--- src/rtl/reg_wb_arbiter.sv ---
// reg_wb_arbiter
//
// Writeback arbiter for the register file's single write port. The ALU pipe
// and the memory/load pipe each push {addr, data, tag} write requests through
// a valid/ready handshake into a DEPTH-entry FIFO of their own. Every cycle
// the arbiter pops at most one head entry, choosing the older tag in program
// order, and registers it onto the register file write port.
//
// Ports:
//   CLK, RESET                 clock; synchronous active-high reset
//   ALU_VALID/READY/ADDR/DATA/TAG  ALU writeback source (valid/ready)
//   MEM_VALID/READY/ADDR/DATA/TAG  memory writeback source (valid/ready)
//   WB_WRITE, WB_ADDR, WB_DATA     registered register file write port
//   PENDING                    per-register pending-write vector
//                              (present only when WB_PENDING_EN is defined)
//
// Build option: define WB_PENDING_EN to add the PENDING output and the
// per-entry address compare logic behind it.

module reg_wb_arbiter #(
    parameter int DATA_W = 32,
    parameter int ADDR_W = 5,
    parameter int TAG_W  = 4,
    parameter int DEPTH  = 2
) (
    input  logic              CLK,
    input  logic              RESET,
    input  logic              ALU_VALID,
    output logic              ALU_READY,
    input  logic [ADDR_W-1:0] ALU_ADDR,
    input  logic [DATA_W-1:0] ALU_DATA,
    input  logic [TAG_W-1:0]  ALU_TAG,
    input  logic              MEM_VALID,
    output logic              MEM_READY,
    input  logic [ADDR_W-1:0] MEM_ADDR,
    input  logic [DATA_W-1:0] MEM_DATA,
    input  logic [TAG_W-1:0]  MEM_TAG,
    output logic              WB_WRITE,
    output logic [ADDR_W-1:0] WB_ADDR,
    output logic [DATA_W-1:0] WB_DATA
`ifdef WB_PENDING_EN
    ,
    output logic [31:0]       PENDING
`endif
);

    localparam int PTR_W   = $clog2(DEPTH);
    localparam int CNT_W   = PTR_W + 1;
    localparam int NSRC    = 2;
    localparam int SRC_ALU = 0;
    localparam int SRC_MEM = 1;

    logic [NSRC-1:0]   in_valid;
    logic [NSRC-1:0]   src_ready;
    logic [NSRC-1:0]   push;
    logic [NSRC-1:0]   pop;
    logic [NSRC-1:0]   not_empty;
    logic [ADDR_W-1:0] in_addr   [NSRC];
    logic [DATA_W-1:0] in_data   [NSRC];
    logic [TAG_W-1:0]  in_tag    [NSRC];
    logic [ADDR_W-1:0] head_addr [NSRC];
    logic [DATA_W-1:0] head_data [NSRC];
    logic [TAG_W-1:0]  head_tag  [NSRC];
`ifdef WB_PENDING_EN
    logic [31:0]       src_pending [NSRC];
`endif

    assign in_valid         = {MEM_VALID, ALU_VALID};
    assign in_addr[SRC_ALU] = ALU_ADDR;
    assign in_data[SRC_ALU] = ALU_DATA;
    assign in_tag[SRC_ALU]  = ALU_TAG;
    assign in_addr[SRC_MEM] = MEM_ADDR;
    assign in_data[SRC_MEM] = MEM_DATA;
    assign in_tag[SRC_MEM]  = MEM_TAG;
    assign ALU_READY        = src_ready[SRC_ALU];
    assign MEM_READY        = src_ready[SRC_MEM];

    // One FIFO per source. Storage is not reset: a zero count is what makes
    // the entries invalid, so dropping the queue on reset is just clearing it.
    genvar gi;
    generate
        for (gi = 0; gi < NSRC; gi++) begin : g_src
            logic [ADDR_W-1:0] addr_mem [DEPTH];
            logic [DATA_W-1:0] data_mem [DEPTH];
            logic [TAG_W-1:0]  tag_mem  [DEPTH];
            logic [PTR_W-1:0]  wr_ptr_q, wr_ptr_d;
            logic [PTR_W-1:0]  rd_ptr_q, rd_ptr_d;
            logic [CNT_W-1:0]  count_q, count_d;

            // Ready looks only at the registered count, so a full queue stays
            // not-ready even in a cycle where its head is being popped.
            assign src_ready[gi] = (count_q < CNT_W'(DEPTH)) && !RESET;
            assign push[gi]      = in_valid[gi] && src_ready[gi];
            assign not_empty[gi] = (count_q != '0);
            assign head_addr[gi] = addr_mem[rd_ptr_q];
            assign head_data[gi] = data_mem[rd_ptr_q];
            assign head_tag[gi]  = tag_mem[rd_ptr_q];

            always_comb begin
                wr_ptr_d = wr_ptr_q;
                rd_ptr_d = rd_ptr_q;
                count_d  = count_q;
                if (push[gi]) begin
                    wr_ptr_d = wr_ptr_q + PTR_W'(1);
                end
                if (pop[gi]) begin
                    rd_ptr_d = rd_ptr_q + PTR_W'(1);
                end
                if (push[gi] && !pop[gi]) begin
                    count_d = count_q + CNT_W'(1);
                end else if (!push[gi] && pop[gi]) begin
                    count_d = count_q - CNT_W'(1);
                end
            end

            always_ff @(posedge CLK) begin
                if (RESET) begin
                    wr_ptr_q <= '0;
                    rd_ptr_q <= '0;
                    count_q  <= '0;
                end else begin
                    wr_ptr_q <= wr_ptr_d;
                    rd_ptr_q <= rd_ptr_d;
                    count_q  <= count_d;
                end
            end

            always_ff @(posedge CLK) begin
                if (push[gi]) begin
                    addr_mem[wr_ptr_q] <= in_addr[gi];
                    data_mem[wr_ptr_q] <= in_data[gi];
                    tag_mem[wr_ptr_q]  <= in_tag[gi];
                end
            end

`ifdef WB_PENDING_EN
            // An entry is live when its distance from the read pointer is
            // below the count; live entries flag their non-zero destination.
            logic [31:0] pend_vec;
            always_comb begin
                logic [PTR_W-1:0] offs;
                offs     = '0;
                pend_vec = '0;
                for (int e = 0; e < DEPTH; e++) begin
                    offs = PTR_W'(e) - rd_ptr_q;
                    for (int r = 1; r < 32; r++) begin
                        if (({1'b0, offs} < count_q) &&
                            (addr_mem[e] == ADDR_W'(r))) begin
                            pend_vec[r] = 1'b1;
                        end
                    end
                end
            end
            assign src_pending[gi] = pend_vec;
`endif
        end
    endgenerate

`ifdef WB_PENDING_EN
    assign PENDING = src_pending[SRC_ALU] | src_pending[SRC_MEM];
`endif

    // Program-order selection: ALU is older when the modular tag difference
    // is "negative". Equal tags fall through to MEM.
    logic [TAG_W-1:0] tag_diff;
    logic             alu_older;
    logic             sel_alu;
    logic             sel_mem;

    assign tag_diff  = head_tag[SRC_ALU] - head_tag[SRC_MEM];
    assign alu_older = tag_diff[TAG_W-1];
    assign sel_alu   = not_empty[SRC_ALU] && (!not_empty[SRC_MEM] || alu_older);
    assign sel_mem   = not_empty[SRC_MEM] && !sel_alu;
    assign pop       = {sel_mem, sel_alu};

    // Registered write port. Address/data load on every issue, including the
    // discarded x0 writes, and hold when nothing is issued.
    logic              wb_write_q, wb_write_d;
    logic [ADDR_W-1:0] wb_addr_q, wb_addr_d;
    logic [DATA_W-1:0] wb_data_q, wb_data_d;

    always_comb begin
        wb_write_d = 1'b0;
        wb_addr_d  = wb_addr_q;
        wb_data_d  = wb_data_q;
        if (sel_alu) begin
            wb_addr_d  = head_addr[SRC_ALU];
            wb_data_d  = head_data[SRC_ALU];
            wb_write_d = (head_addr[SRC_ALU] != '0);
        end else if (sel_mem) begin
            wb_addr_d  = head_addr[SRC_MEM];
            wb_data_d  = head_data[SRC_MEM];
            wb_write_d = (head_addr[SRC_MEM] != '0);
        end
    end

    always_ff @(posedge CLK) begin
        if (RESET) begin
            wb_write_q <= 1'b0;
            wb_addr_q  <= '0;
            wb_data_q  <= '0;
        end else begin
            wb_write_q <= wb_write_d;
            wb_addr_q  <= wb_addr_d;
            wb_data_q  <= wb_data_d;
        end
    end

    assign WB_WRITE = wb_write_q;
    assign WB_ADDR  = wb_addr_q;
    assign WB_DATA  = wb_data_q;

endmodule

--- config.mk ---
export PLATFORM = sky130hd
export DESIGN_NAME = reg_wb_arbiter
export DESIGN_NICKNAME = d
export VERILOG_FILES = /design/src/rtl/reg_wb_arbiter.sv
export SDC_FILE = /design/constraint.sdc
export NUM_CORES = 1
export LEC_CHECK = 0
export ABC_AREA = 1
export ABC_CLOCK_PERIOD_IN_PS = 2700
export BUFFER_PORTS_ARGS = -buffer_cell sky130_fd_sc_hd__buf_2
export CAP_MARGIN = 20
export CORE_UTILIZATION = 47
export DETAILED_ROUTE_END_ITERATION = 8
export HOLD_SLACK_MARGIN = 0.08
export PLACE_DENSITY = 0.71
export REMOVE_ABC_BUFFERS = 1
export SLEW_MARGIN = 20
export SYNTH_ARGS = -nofsm -noshare
export SYNTH_HDL_FRONTEND = slang
export SYNTH_SLANG_ARGS = --single-unit
--- constraint.sdc ---
create_clock -name CLK -period 2.7 [get_ports CLK]
set_input_delay 0.54 -clock CLK [delete_from_list [all_inputs] [get_ports CLK]]
set_output_delay 0.54 -clock CLK [all_outputs]
set_load 0.05 [all_outputs]
==> flow_summary.yaml <==
cts:
  root_buffer: "clkbuf_16"
  clockBufferDepth: 3
  cts_resized: 0
  postCtsSetupRepairBufs: 0
  cts.sinks: 212
  ctsHoldBuffers: 0
  cts_tree: "done"
  htreeDepth: 1
  clock_latency_ns: 0.50
  numCtsBuffers: 22
  clk_pin_slew_ns: 0.06
route:
  routed_via_density: 5.01
  avgRoutedWirePerCell_um: 15.7
  antenna_left: 0
  drc: 0
  drt_iter0_drc: 306
  wirelength_mm: 17.3
  vias: 5520
  dr.pass1.iters: 7
critical_path:
  worstReg2RegEnd: "g_src[1].count_q[1]"
  crit_type: "flop to flop"
  worstPathRequired_ns: 3.08
  rrSetupSlack_ns: 0.33
  startpoint_type: "flop"
  r2r_cells: 15
  crit_arrival_ns: 2.75
  crit_path_end_kind: "flop"
  cp_max_fo: 10
status:
  status: "finished clean"
sta:
  rsz0062_at_grt: "false"
  setup_viol: 0
  layout_min_cycle_time_ns: 2.37
  slew_headroom_pct: 46.1
  worst_pin_slew_ns: 0.808
  clock_skew_ns: 0.0106
  whs_ns: 0.225
  fin_tns_setup_ns: 0
  timing.final.hold_violations: 0
  slew_viol_final: 0
  post-route-period-util_pct: 87.8
  max_freq_ghz: 0.422
power:
  leakage_nw: 4.18
  power_density_nw_per_um2: 1150
  irDropWorstVdd_v: 0.000711
global_routing:
  overflow: 0
  grt_pass1_wl_mm: 26.7
  antenna_found_initial: 1
  grt_usage_pct: 19.3
  grt_pass1_vias: 5177
  grt_max_degree: 53
logic_synthesis:
  yosysWarnings: 0
  synth_top_area_share_pct: 59.6
  ys_seq_area_share_pct: 71.3
  yosysUniqueCellTypes: 27
  synth_top_flop_cell: "edfxtp_1"
  ys_seq_elements: 212
  synth-edff-count: 164
  synth.cell_area_um2: 8260
  synth_top_area_cell: "edfxtp_1"
  syn_avg_cell_area_um2: 11.3
  ys_async_sr_fraction_pct: 0
  synthCells: 728
  synthTopCellsByArea: "edfxtp_1, dfxtp_1, nand2_1"
die:
  start_util_pct: 47.9
  fp.dieW_um: 135
  ios: 126
  rows: 48
  core_um2: 17200
  die_y_um: 135
  dieArea_um2: 18100
layout:
  fillCellCount: 1447
  final_area_um2: 9900
  most-common-layout-cells: "nand2_1, edfxtp_1, buf_2"
  seqCellArea_um2: 5890
  nNetsFinal: 950
  area_delta_synth_final_pct: 19.9
  drive_gt1_share_pct: 24.1
  multi_input_comb_area_um2: 2080
  final_common_cell: "nand2_1"
  n_antenna_cell: 0
hold_path:
  holdPathEnd: "g_src[1].data_mem[0][27]"
  hold_depth: 1
  hold_path_class: "primary input to flop"
  hold_start: "MEM_DATA[27]"
place:
  postPlaceCellArea_um2: 9200
  io_buffers: 125
  place_congestion: 0.756
  dp_hpwl_mm: 10.9
job:
  cap_violations: 0
[flip-flops by register name (all words and copies together), names as in the netlist, named ones only]
| name | cells |
|---|---|
| g_src.count_q | 4 |
| g_src.addr_mem | 20 |
| g_src.data_mem | 128 |
| g_src.rd_ptr_q | 2 |
| g_src.wr_ptr_q | 2 |
| g_src.tag_mem | 16 |
| WB_DATA | 32 |
| WB_ADDR | 5 |
| WB_WRITE | 1 |
[critical path, cell delays in order (launching register included)]
cell     delay (ns)
dfxtp_2        0.50
inv_4          0.05
nand2_1        0.06
nand2_1        0.05
ha_1           0.30
a21oi_1        0.17
nand2_1        0.09
nand2_2        0.08
nand3_4        0.06
nand2_2        0.09
nand2_1        0.09
ha_1           0.31
a21oi_1        0.11
o21ai_0        0.11
xor2_1         0.14
nor2_1         0.05
[stage by stage]
stage / util (%) / total power, mW / std cells / setup slack [ns]
detailed placement: 53.4 / 8.54 / 1061 / 0.337
finish: 57.5 / 11.3 / 1101 / 0.328
floorplan: - / 7.25 / 691 / -1.11
CTS: 57.5 / 11.4 / 1101 / 0.304
global route: 57.5 / 12.0 / 1101 / 0.0846
global placement: 53.4 / 8.47 / 1061 / 0.395
[layer usage]
layer	routed length, um	vias up	global-route usage (%)	part of all wire [%]
li1	-	2741	-	-
met1	7280	2546	25.5	42
met2	8340	204	32.4	48
met3	1270	27	3.90	7.4
met4	374	2	5.56	2.2
met5	9	-	0	0.052
[cell families (layout without fill, tap and decap cells)]
logic type / after synthesis / in the layout / share of synthesized area (%)
adders and majority gates: 4 / 4 / 0.606
xor gates and xnor gates: 2 / 2 / 0.212
AOI/OAI and AO/OA: 59 / 59 / 3.88
muxes: 16 / 16 / 1.94
DFF: 212 / 212 / 71.3
and+or+nand+nor: 361 / 361 / 18.2
buffers and inverters: 74 / 222 / 3.83
[layout make-up]
class	instances	share of cell area [%]
clock inverters	9	0.518
clock buffers	31	6.62
inverters	37	1.43
repair buffers	145	8.09
well taps	225	2.84
flip-flops and latches	212	59.5
multi-input cells	442	21.0
[Yosys cell counts, types with 3 or more instances]
master    instances
mux2i_1          16
edfxtp_1        164
inv_1            32
ha_1              4
or2_2            14
a31oi_1          16
buf_2            11
buf_6             3
nand3_1          68
a21oi_1          16
inv_2             4
nor2_1           17
buf_1             5
dfxtp_1          48
nand2_1         253
clkbuf_1         18
o21ai_0          24
[worst max-delay path by stage]
stage	end	slack (ns)	cells past startpoint
2_1_floorplan	g_src[1].count_q[1]	-1.11	15
5_1_grt	g_src[1].count_q[1]	0.08	15
4_1_cts	g_src[1].count_q[1]	0.30	15
6_report	g_src[1].count_q[1]	0.33	15
3_3_place_gp	g_src[1].count_q[1]	0.40	15
3_5_place_dp	g_src[1].count_q[1]	0.34	17
[power by group]
part | switching, mW | leakage, nW | internal (mW)
combinational | 3.02 | 1.94 | 1.22
sequential | 0.209 | 1.90 | 4.00
clock | 1.20 | 0.344 | 1.69
Power figures use the tool's default switching activity.
